<file path="config.mk">
export PLATFORM = sky130hd
export DESIGN_NAME = unidade_pc_flat
export DESIGN_NICKNAME = d
export VERILOG_FILES = /design/src/rtl/izero_pkg.sv /design/src/rtl/unidade_pc_if.sv /design/src/rtl/detector_borda.sv /design/src/rtl/unidade_pc.sv /design/src/flat_wrapper.sv
export SDC_FILE = /design/constraint.sdc
export NUM_CORES = 1
export LEC_CHECK = 0
export ABC_AREA = 1
export BUFFER_PORTS_ARGS = -buffer_cell sky130_fd_sc_hd__buf_2
export CAP_MARGIN = 20
export CORE_ASPECT_RATIO = 1.2
export CORE_MARGIN = 1.5
export CORE_UTILIZATION = 35
export DETAILED_ROUTE_END_ITERATION = 6
export PLACE_DENSITY = 0.63
export SKIP_CTS_REPAIR_TIMING = 1
export SLEW_MARGIN = 20
export SYNTH_ARGS = -nofsm -noshare
export SYNTH_HDL_FRONTEND = slang
export SYNTH_SLANG_ARGS = --single-unit
</file>
<file path="constraint.sdc">
create_clock -name clk -period 1.3 [get_ports clk]
set_input_delay 0.13 -clock clk [delete_from_list [all_inputs] [get_ports clk]]
set_output_delay 0.13 -clock clk [all_outputs]
set_load 0.03 [all_outputs]
</file>
<file path="src/rtl/izero_pkg.sv">
// rtl/izero_pkg.sv - shared encodings and defaults for the izero processor PC stage
package izero_pkg;

    localparam int unsigned ADDR_WIDTH_DEFAULT = 10;

    // Sequencer states of the program-counter stage
    typedef enum logic [1:0] {
        RUN     = 2'd0,
        WAIT_IN = 2'd1,
        HALTED  = 2'd2
    } pc_state_e;

    // Next-PC source selected by the control-unit decoder
    typedef enum logic [1:0] {
        PC_NEXT   = 2'b00,
        PC_BRANCH = 2'b01,
        PC_REG    = 2'b10,
        PC_JUMP   = 2'b11
    } pc_src_e;

endpackage

</file>
<file path="src/rtl/unidade_pc_if.sv">
// rtl/unidade_pc_if.sv - decoder/PC-stage bundle; userLimit and fault exist only with UNIDADE_PC_BOUNDS_EN
interface unidade_pc_if
    import izero_pkg::*;
#(
    parameter int unsigned ADDR_WIDTH = ADDR_WIDTH_DEFAULT
);
    logic [1:0]            pcSource;
    logic                  isHalt;
    logic                  isInsert;
    logic                  confirmKey;
    logic                  userMode;
    logic                  kernelMode;
    logic [ADDR_WIDTH-1:0] branchTarget;
    logic [ADDR_WIDTH-1:0] regTarget;
    logic [ADDR_WIDTH-1:0] jumpTarget;
    logic [ADDR_WIDTH-1:0] pc;
    logic [ADDR_WIDTH-1:0] pcPlus1;
    logic [ADDR_WIDTH-1:0] epc;
    logic                  isUser;
    logic                  stall;
    logic                  halted;
`ifdef UNIDADE_PC_BOUNDS_EN
    logic [ADDR_WIDTH-1:0] userLimit;
    logic                  fault;
`endif

    // Decoder / datapath side
    modport master (
        output pcSource, isHalt, isInsert, confirmKey, userMode, kernelMode,
        output branchTarget, regTarget, jumpTarget,
`ifdef UNIDADE_PC_BOUNDS_EN
        output userLimit,
        input  fault,
`endif
        input  pc, pcPlus1, epc, isUser, stall, halted
    );

    // Program-counter stage side
    modport slave (
        input  pcSource, isHalt, isInsert, confirmKey, userMode, kernelMode,
        input  branchTarget, regTarget, jumpTarget,
`ifdef UNIDADE_PC_BOUNDS_EN
        input  userLimit,
        output fault,
`endif
        output pc, pcPlus1, epc, isUser, stall, halted
    );
endinterface

</file>
<file path="src/rtl/detector_borda.sv">
// rtl/detector_borda.sv - registered rising-edge detector with configurable reset level
module detector_borda #(
    parameter logic RESET_VALUE = 1'b0
) (
    input  logic clk,
    input  logic reset,
    input  logic level_i,
    output logic rise_o
);
    logic level_q;

    // Remember last cycle's level; resetting to 1 masks a level already high at reset
    always_ff @(posedge clk) begin
        if (reset) begin
            level_q <= RESET_VALUE;
        end else begin
            level_q <= level_i;
        end
    end

    assign rise_o = level_i & ~level_q;
endmodule

</file>
<file path="src/rtl/unidade_pc.sv">
// rtl/unidade_pc.sv - PC, mode/epc and RUN/WAIT_IN/HALTED sequencer; optional user bounds trap via UNIDADE_PC_BOUNDS_EN
module unidade_pc
    import izero_pkg::*;
#(
    parameter int unsigned           ADDR_WIDTH   = ADDR_WIDTH_DEFAULT,
    parameter logic [ADDR_WIDTH-1:0] RESET_VECTOR = '0
`ifdef UNIDADE_PC_BOUNDS_EN
    ,
    parameter logic [ADDR_WIDTH-1:0] KERNEL_VECTOR = '0
`endif
) (
    input  logic       clk,
    input  logic       reset,
    unidade_pc_if.slave bus
);
    pc_state_e             state_q, state_d;
    logic [ADDR_WIDTH-1:0] pc_q, pc_d;
    logic [ADDR_WIDTH-1:0] epc_q, epc_d;
    logic                  is_user_q, is_user_d;
    logic [ADDR_WIDTH-1:0] pc_plus1;
    logic [ADDR_WIDTH-1:0] next_pc;
    logic                  confirm_rise;
    logic                  stall;
`ifdef UNIDADE_PC_BOUNDS_EN
    logic                  fault_q, fault_d;
`endif

    // Key held through reset must not look like a press, so the history resets high
    detector_borda #(
        .RESET_VALUE (1'b1)
    ) u_confirm (
        .clk     (clk),
        .reset   (reset),
        .level_i (bus.confirmKey),
        .rise_o  (confirm_rise)
    );

    assign pc_plus1 = pc_q + ADDR_WIDTH'(1);

    // Next-PC selection from the decoder's pcSource
    always_comb begin
        next_pc = pc_plus1;
        case (pc_src_e'(bus.pcSource))
            PC_NEXT:   next_pc = pc_plus1;
            PC_BRANCH: next_pc = bus.branchTarget;
            PC_REG:    next_pc = bus.regTarget;
            PC_JUMP:   next_pc = bus.jumpTarget;
            default:   next_pc = pc_plus1;
        endcase
    end

    // Sequencer next state, PC/mode/epc updates and stall
    always_comb begin
        state_d   = state_q;
        pc_d      = pc_q;
        epc_d     = epc_q;
        is_user_d = is_user_q;
        stall     = 1'b1;
`ifdef UNIDADE_PC_BOUNDS_EN
        fault_d   = 1'b0;
`endif
        case (state_q)
            RUN: begin
                if (bus.isHalt) begin
                    state_d = HALTED;
                end else if (bus.isInsert) begin
                    state_d = WAIT_IN;
                end else begin
                    stall = 1'b0;
                    pc_d  = next_pc;
                    if (bus.kernelMode) begin
                        is_user_d = 1'b0;
                        epc_d     = pc_plus1;
                    end else if (bus.userMode) begin
                        is_user_d = 1'b1;
                    end
`ifdef UNIDADE_PC_BOUNDS_EN
                    // Checked against the mode this instruction leaves us in
                    if (is_user_d && (next_pc > bus.userLimit)) begin
                        pc_d      = KERNEL_VECTOR;
                        is_user_d = 1'b0;
                        epc_d     = pc_q;
                        fault_d   = 1'b1;
                    end
`endif
                end
            end
            WAIT_IN: begin
                // The in-instruction commits only on the cycle the key rises
                stall = ~confirm_rise;
                if (confirm_rise) begin
                    pc_d    = pc_plus1;
                    state_d = RUN;
                end
            end
            HALTED: begin
                stall = 1'b1;
            end
            default: begin
                state_d = RUN;
            end
        endcase
    end

    // State registers; reset overrides everything
    always_ff @(posedge clk) begin
        if (reset) begin
            state_q   <= RUN;
            pc_q      <= RESET_VECTOR;
            epc_q     <= '0;
            is_user_q <= 1'b0;
`ifdef UNIDADE_PC_BOUNDS_EN
            fault_q   <= 1'b0;
`endif
        end else begin
            state_q   <= state_d;
            pc_q      <= pc_d;
            epc_q     <= epc_d;
            is_user_q <= is_user_d;
`ifdef UNIDADE_PC_BOUNDS_EN
            fault_q   <= fault_d;
`endif
        end
    end

    assign bus.pc      = pc_q;
    assign bus.pcPlus1 = pc_plus1;
    assign bus.epc     = epc_q;
    assign bus.isUser  = is_user_q;
    assign bus.stall   = stall;
    assign bus.halted  = (state_q == HALTED);
`ifdef UNIDADE_PC_BOUNDS_EN
    assign bus.fault   = fault_q;
`endif
endmodule

</file>
<file path="src/flat_wrapper.sv">
// flat-port wrapper written by rule: the top's interface ports become plain ports
module unidade_pc_flat import izero_pkg::*;
#(
    parameter int unsigned           ADDR_WIDTH   = ADDR_WIDTH_DEFAULT,
    parameter logic [ADDR_WIDTH-1:0] RESET_VECTOR = '0

)
  (clk, reset, bus_pcSource, bus_isHalt, bus_isInsert, bus_confirmKey, bus_userMode, bus_kernelMode, bus_branchTarget, bus_regTarget, bus_jumpTarget, bus_pc, bus_pcPlus1, bus_epc, bus_isUser, bus_stall, bus_halted);
  unidade_pc_if #(.ADDR_WIDTH(ADDR_WIDTH)) bus_i ();
  input  logic clk;
  input  logic reset;
  input wire logic [$bits(bus_i.pcSource)-1:0] bus_pcSource;
  input wire logic [$bits(bus_i.isHalt)-1:0] bus_isHalt;
  input wire logic [$bits(bus_i.isInsert)-1:0] bus_isInsert;
  input wire logic [$bits(bus_i.confirmKey)-1:0] bus_confirmKey;
  input wire logic [$bits(bus_i.userMode)-1:0] bus_userMode;
  input wire logic [$bits(bus_i.kernelMode)-1:0] bus_kernelMode;
  input wire logic [$bits(bus_i.branchTarget)-1:0] bus_branchTarget;
  input wire logic [$bits(bus_i.regTarget)-1:0] bus_regTarget;
  input wire logic [$bits(bus_i.jumpTarget)-1:0] bus_jumpTarget;
  output wire logic [$bits(bus_i.pc)-1:0] bus_pc;
  output wire logic [$bits(bus_i.pcPlus1)-1:0] bus_pcPlus1;
  output wire logic [$bits(bus_i.epc)-1:0] bus_epc;
  output wire logic [$bits(bus_i.isUser)-1:0] bus_isUser;
  output wire logic [$bits(bus_i.stall)-1:0] bus_stall;
  output wire logic [$bits(bus_i.halted)-1:0] bus_halted;
  assign bus_i.pcSource = bus_pcSource;
  assign bus_i.isHalt = bus_isHalt;
  assign bus_i.isInsert = bus_isInsert;
  assign bus_i.confirmKey = bus_confirmKey;
  assign bus_i.userMode = bus_userMode;
  assign bus_i.kernelMode = bus_kernelMode;
  assign bus_i.branchTarget = bus_branchTarget;
  assign bus_i.regTarget = bus_regTarget;
  assign bus_i.jumpTarget = bus_jumpTarget;
  assign bus_pc = bus_i.pc;
  assign bus_pcPlus1 = bus_i.pcPlus1;
  assign bus_epc = bus_i.epc;
  assign bus_isUser = bus_i.isUser;
  assign bus_stall = bus_i.stall;
  assign bus_halted = bus_i.halted;
  unidade_pc #(.ADDR_WIDTH(ADDR_WIDTH), .RESET_VECTOR(RESET_VECTOR)) u_core (.clk(clk), .reset(reset), .bus(bus_i));
endmodule
</file>
### Word-level counts from Yosys, hierarchy flattened

Cells that the tools add are included.

* output and inout bits: 33
* register bits: 24
* logic and storage cells: 43

* eq/ne operators: 9
* muxes and demuxes: 14
* bitwise gates (word level): 6
* $add $sub $neg: 1
* reductions and logical operators: 8

Operators with widths (count)
* one-hot mux 10 bit (4 select lines): 1
* two-way mux 10 bit: 3
* one-hot mux 10 bit (2 select lines): 1
* AND reduction 4 bit: 3
* adder 10 x 1 -> 10 bit, second input constant: 1
* == test 2 bit, second input constant: 3
* two-way mux 2 bit: 3
* one-hot mux 2 bit (3 select lines): 1
* NOT 1 bit: 5
* == test 2 x 1 -> 1 bit, second input constant: 2
* logical NOT 2 bit: 2
* two-way mux 1 bit: 4
* inequality test 2 bit, second input constant: 2
* nonzero test 2 bit: 2
* inequality test 3 bit, second input constant: 1
* AND reduction 3 bit: 1
* inequality test 2 x 1 -> 1 bit, second input constant: 1
* one-hot mux 1 bit (2 select lines): 1
* AND 1 bit: 1

### Depth between registers and ports, before layout

* depth after elaboration: 5
* mapped depth: 9
* gate-level depth less buffers: 9

### Cells and area by module

From an unflattened synthesis, not the netlist that was laid out.

* cell total of the unflattened synthesis: 216
* area, all modules: 1391.3 µm²

By module, submodules not included
* unidade_pc: instances 1, seq. area each 460.4 µm², area an instance 1353.8 µm², cells an instance 211
* detector_borda: instances 1, seq. area each 20.0 µm², area an instance 37.5 µm², cells an instance 5

### Worst setup path before layout

Ideal clock, no wire load.

* path type: flip-flop to flip-flop
* start: reg u_core.pc_q[0], in the netlist u_core.bus.pc[0]
* end: reg u_core.epc_q[9], in the netlist u_core.bus.epc[9]
* path slack: -0.482 ns
* setup time: 0.114 ns
* stages on the path, launching flop included: 8
* arrival time: 1.667 ns
* required time: 1.186 ns
* clock period less this slack: 1.782 ns
* buffers on the path: 0
* cells stage by stage: dfxtp_1 > inv_1 > nor2_2 > nand3_1 > nand2_1 > nand2_1 > o21ai_1 > inv_1

* word-level cells in the longest chain between the ends: 1

RTL lines
* from (decl): RTL line unidade_pc.sv:17 `logic [ADDR_WIDTH-1:0] pc_q, pc_d;`
* from (signal assigned): RTL line unidade_pc.sv:117 `pc_q <= pc_d;`
* adder 10 x 1 -> 10 bit: RTL line unidade_pc.sv:38 `assign pc_plus1 = pc_q + ADDR_WIDTH'(1);`
* net bus_pcPlus1[9]: RTL line flat_wrapper.sv:22 `output wire logic [$bits(bus_i.pcPlus1)-1:0] bus_pcPlus1;`
* to (signal assigned): RTL line unidade_pc.sv:118 `epc_q <= epc_d;`
* to (decl): RTL line unidade_pc.sv:18 `logic [ADDR_WIDTH-1:0] epc_q, epc_d;`

The timed path passes the listed nets, and every way through them passes these cells.
A chain may end at the register's enable or synchronous reset.

### Final worst setup path

* start: reg u_core.pc_q[0], in the netlist u_core.bus.pc[0]
* end: out bus_pcPlus1[3]

* word-level cells in the longest chain between the ends: 1

RTL lines (RTL line)
* adder 10 x 1 -> 10 bit: unidade_pc.sv:38
* to (decl): flat_wrapper.sv:22

No other way between the ends.

==> results.txt <==
----------------------------------------------------
[Yosys]
  Distinct cell type count after synthesis ... 29
  Yosys top cell area share ... 33.3%
  Cell taking the most area after synthesis ... dfxtp_1
  Count of flip-flops with a built-in enable after synthesis ... 0
  Share of the yosys chip area belonging to registers ... 33.3%
  Netlist area before placement ... 1440 µm²
  Largest cells by area after synthesis ... dfxtp_1 (33%), nand2_1 (17%), nand3_1 (7.6%)
  Register bit count reported by yosys ... 24
  Mean instance size in the synthesized netlist ... 6.36 µm²
  Asr flop ratio synth ... 0%
  Instance count of the mapped netlist ... 227
  Syn Nets ... 267
  Number of synthesis warnings ... 0
  Primary flip-flop cell chosen by synthesis mapping ... dfxtp_1

[Final layout]
  Count of placed standard cells in the final layout, fillers left out ... 370
  Highest-count cells in the layout ignoring fill and taps ... buf_2 (63), nand2_1 (51), inv_1 (19)
  Commonest non-fill, non-tap cell in the layout ... buf_2
  Area of all placed cells without fillers ... 2270 µm²
  Post-layout net count ... 357
  Area growth from synthesis to final layout ... 57.2%
  Share of cells above drive strength 1 ... 46.2%
  # diodes ... 0

[Detailed routing]
  Vias per std cell ... 4.75
  Remaining antenna violation count after routing ... 0
  Drt first-iter violations ... 73
  Number of detailed-route iterations in the first pass ... 4
  Post-detailed-routing wire length ... 4350 µm
  Via Count ... 1,757
  WL per Instance ... 11.8 µm
  Remaining design rule violation count ... 0

[Min path]
  Worst hold-check path type ... input pin to register

[Timing]
  Worst slew pin tran ... 0.330 ns
  Final-report max-slew violation count ... 0
  Count of final hold-check violations ... 0
  Highest clock frequency the design can meet ... 641 MHz
  Final Cycle Share ... 120%
  Crit path time final ... 1.56 ns
  Setup repair after global routing missed its margin ... yes
  Worst slew slack as a fraction of its limit ... 78.0%
  Endpoints failing setup ... 11
  Setup ws final ... -0.261 ns
  Setup clock skew after layout ... 0.00254 ns

[Placement]
  Placement Cell Area ... 2020 µm²
  Final HPWL DP ... 3300 µm
  Port Buffer Count ... 71
  Routability congestion estimate ... 0.747
  Cell total after placement ... 357

[Clock network]
  Inserted Clock Buffers ... 3
  Clock edge transition at the registers on the reported setup and hold paths ... 0.09 ns
  Root Buffer Master ... clkbuf_8
  Worst-skew pair later-pin latency ... 0.27 ns
  Sink Count ... 24
  Clock tree from TritonCTS ... done
  H-tree level count ... 1
  Maximum clock path buffer count ... 2

[Critical path]
  Critical Path End Type ... output pin
  Nature of the critical path startpoint ... register
  Crit-path max FO ... 7
  Worst stage delay on the critical path ... 0.41 ns
  Worst Setup Path Type ... register to output pin
  CP max-delay cell ... dfxtp_4
  Arrival time worst endpoint ... 1.43 ns
  Critical path, cell by cell ... clkinvlp_4 > nor2_4 > nand2_1 > nand2_4 > clkbuf_4
  Data required, critical path ... 1.17 ns

[Outcome]
  Status ... finished with violations
  Violated checks ... setup timing

[Floorplanning]
  Die area ... 4520 µm²
  Area of the core region ... 3940 µm²
  Core Rows ... 25
  Die width ... 61.6 µm
  I/O pins ... 72
  Initial core utilization ... 36.6%
  Die outline height ... 73.3 µm

[Power]
  Total power after layout ... 2.17 mW
  Ratio of total power to cell area ... 955 nW/µm²
  Peak ir drop on the vdd network ... 0.514 mV
  Leakage power figure ... 1.13 nW

[Global route]
  Number of global-route vias before repair ... 1,568
  Sum of overflow across all layers after global routing ... 0
  Initial antenna violation count ... 0
  GRT Overall Usage ... 19.5%
  Global-route wire length before repair ... 6640 µm
  Pin count of the biggest net entering global routing ... 21

[Run]
  Number of maximum-capacitance violations ... 0

----------------------------------------------------
-- metal layers --
| metal | GRT usage [%] | routed length (µm) |
|---|---|---|
| met1 | 23.2 | 1770 |
| met2 | 33.9 | 2330 |
| met4 | 8.04 | 97 |
| met5 | 0 | 0 |
| met3 | 2.99 | 149 |
-- layout make-up --
| type | instances | area (µm²) |
|---|---|---|
| inverter | 25 | 97.6 |
| sequential | 24 | 503 |
| fill | 399 | 1670 |
| clock buffer | 3 | 41.3 |
| tap | 54 | 67.6 |
| timing repair buffer | 90 | 553 |
| clock inverter | 1 | 30.0 |
| multi-input combinational | 173 | 976 |
-- kinds of logic (layout without fill, tap and decap cells) --
group	count (synthesis)	count (layout)	synth area share, %
flip-flops	24	24	33.3
adder cells (fa/ha/maj)	1	1	0.867
AND/OR/NAND/NOR	128	128	39.7
buffers and inverters	30	119	8.85
XOR/XNOR	1	1	0.607
AO/OA/AOI/OAI	43	43	16.7
-- metrics by stage --
step                      setup TNS [ns]  hold WS (ns)  util (%)  worst slack (ns)
after floorplan                   -0.131         0.199         -           -0.0882
after global placement                 0         0.334      51.3            0.0188
after detailed placement        -0.00904         0.336      51.3          -0.00904
after CTS                          -2.09        0.0478      53.1            -0.321
after global routing               -2.68        0.0472      57.6            -0.334
final                              -1.79        0.0557      57.6            -0.261
-- power breakdown --
group	leakage (nW)	internal [mW]	switching, mW
clock	0.0357	0.412	0.249
combinational	0.894	0.262	0.404
sequential	0.201	0.783	0.0566
-- worst paths after layout --
check	from	to	slack, ns	depth (start not counted)
max	u_core.bus.pc[0]	bus_pcPlus1[3]	-0.26	5
min	bus_confirmKey	u_core.u_confirm.level_q	0.06	2
max reg2reg	u_core.bus.pc[0]	u_core.bus.epc[9]	-0.06	8
min reg2reg	u_core.bus.isUser	u_core.bus.isUser	0.46	2
-- sequential cells by signal (all words and copies together) (netlist names) --
| name | flops |
|---|---|
| u_core.bus.epc | 10 |
| u_core.bus.isUser | 1 |
| u_core.bus.pc | 10 |
| u_core.state_q | 2 |
| u_core.u_confirm.level_q | 1 |
-- synth_stat cells, types with 2 or more instances --
| cell type | instances |
|---|---|
| inv_1 | 20 |
| nand4_1 | 8 |
| o21ai_0 | 19 |
| or2_2 | 2 |
| nor2_1 | 20 |
| inv_2 | 4 |
| o211ai_1 | 3 |
| nand2_2 | 2 |
| clkbuf_1 | 2 |
| nand2_1 | 64 |
| buf_4 | 2 |
| nor2_2 | 6 |
| a21oi_1 | 14 |
| nand3_1 | 22 |
| dfxtp_1 | 24 |
| o21a_1 | 2 |
-- worst max-delay path: cells and delay by family, from the launching register on --
family	cells	cell delay, ns
DFF	1	0.41
buffers and inverters	2	0.30
and+or+nand+nor	3	0.44
Note: power is estimated with default switching activity, not from simulation.
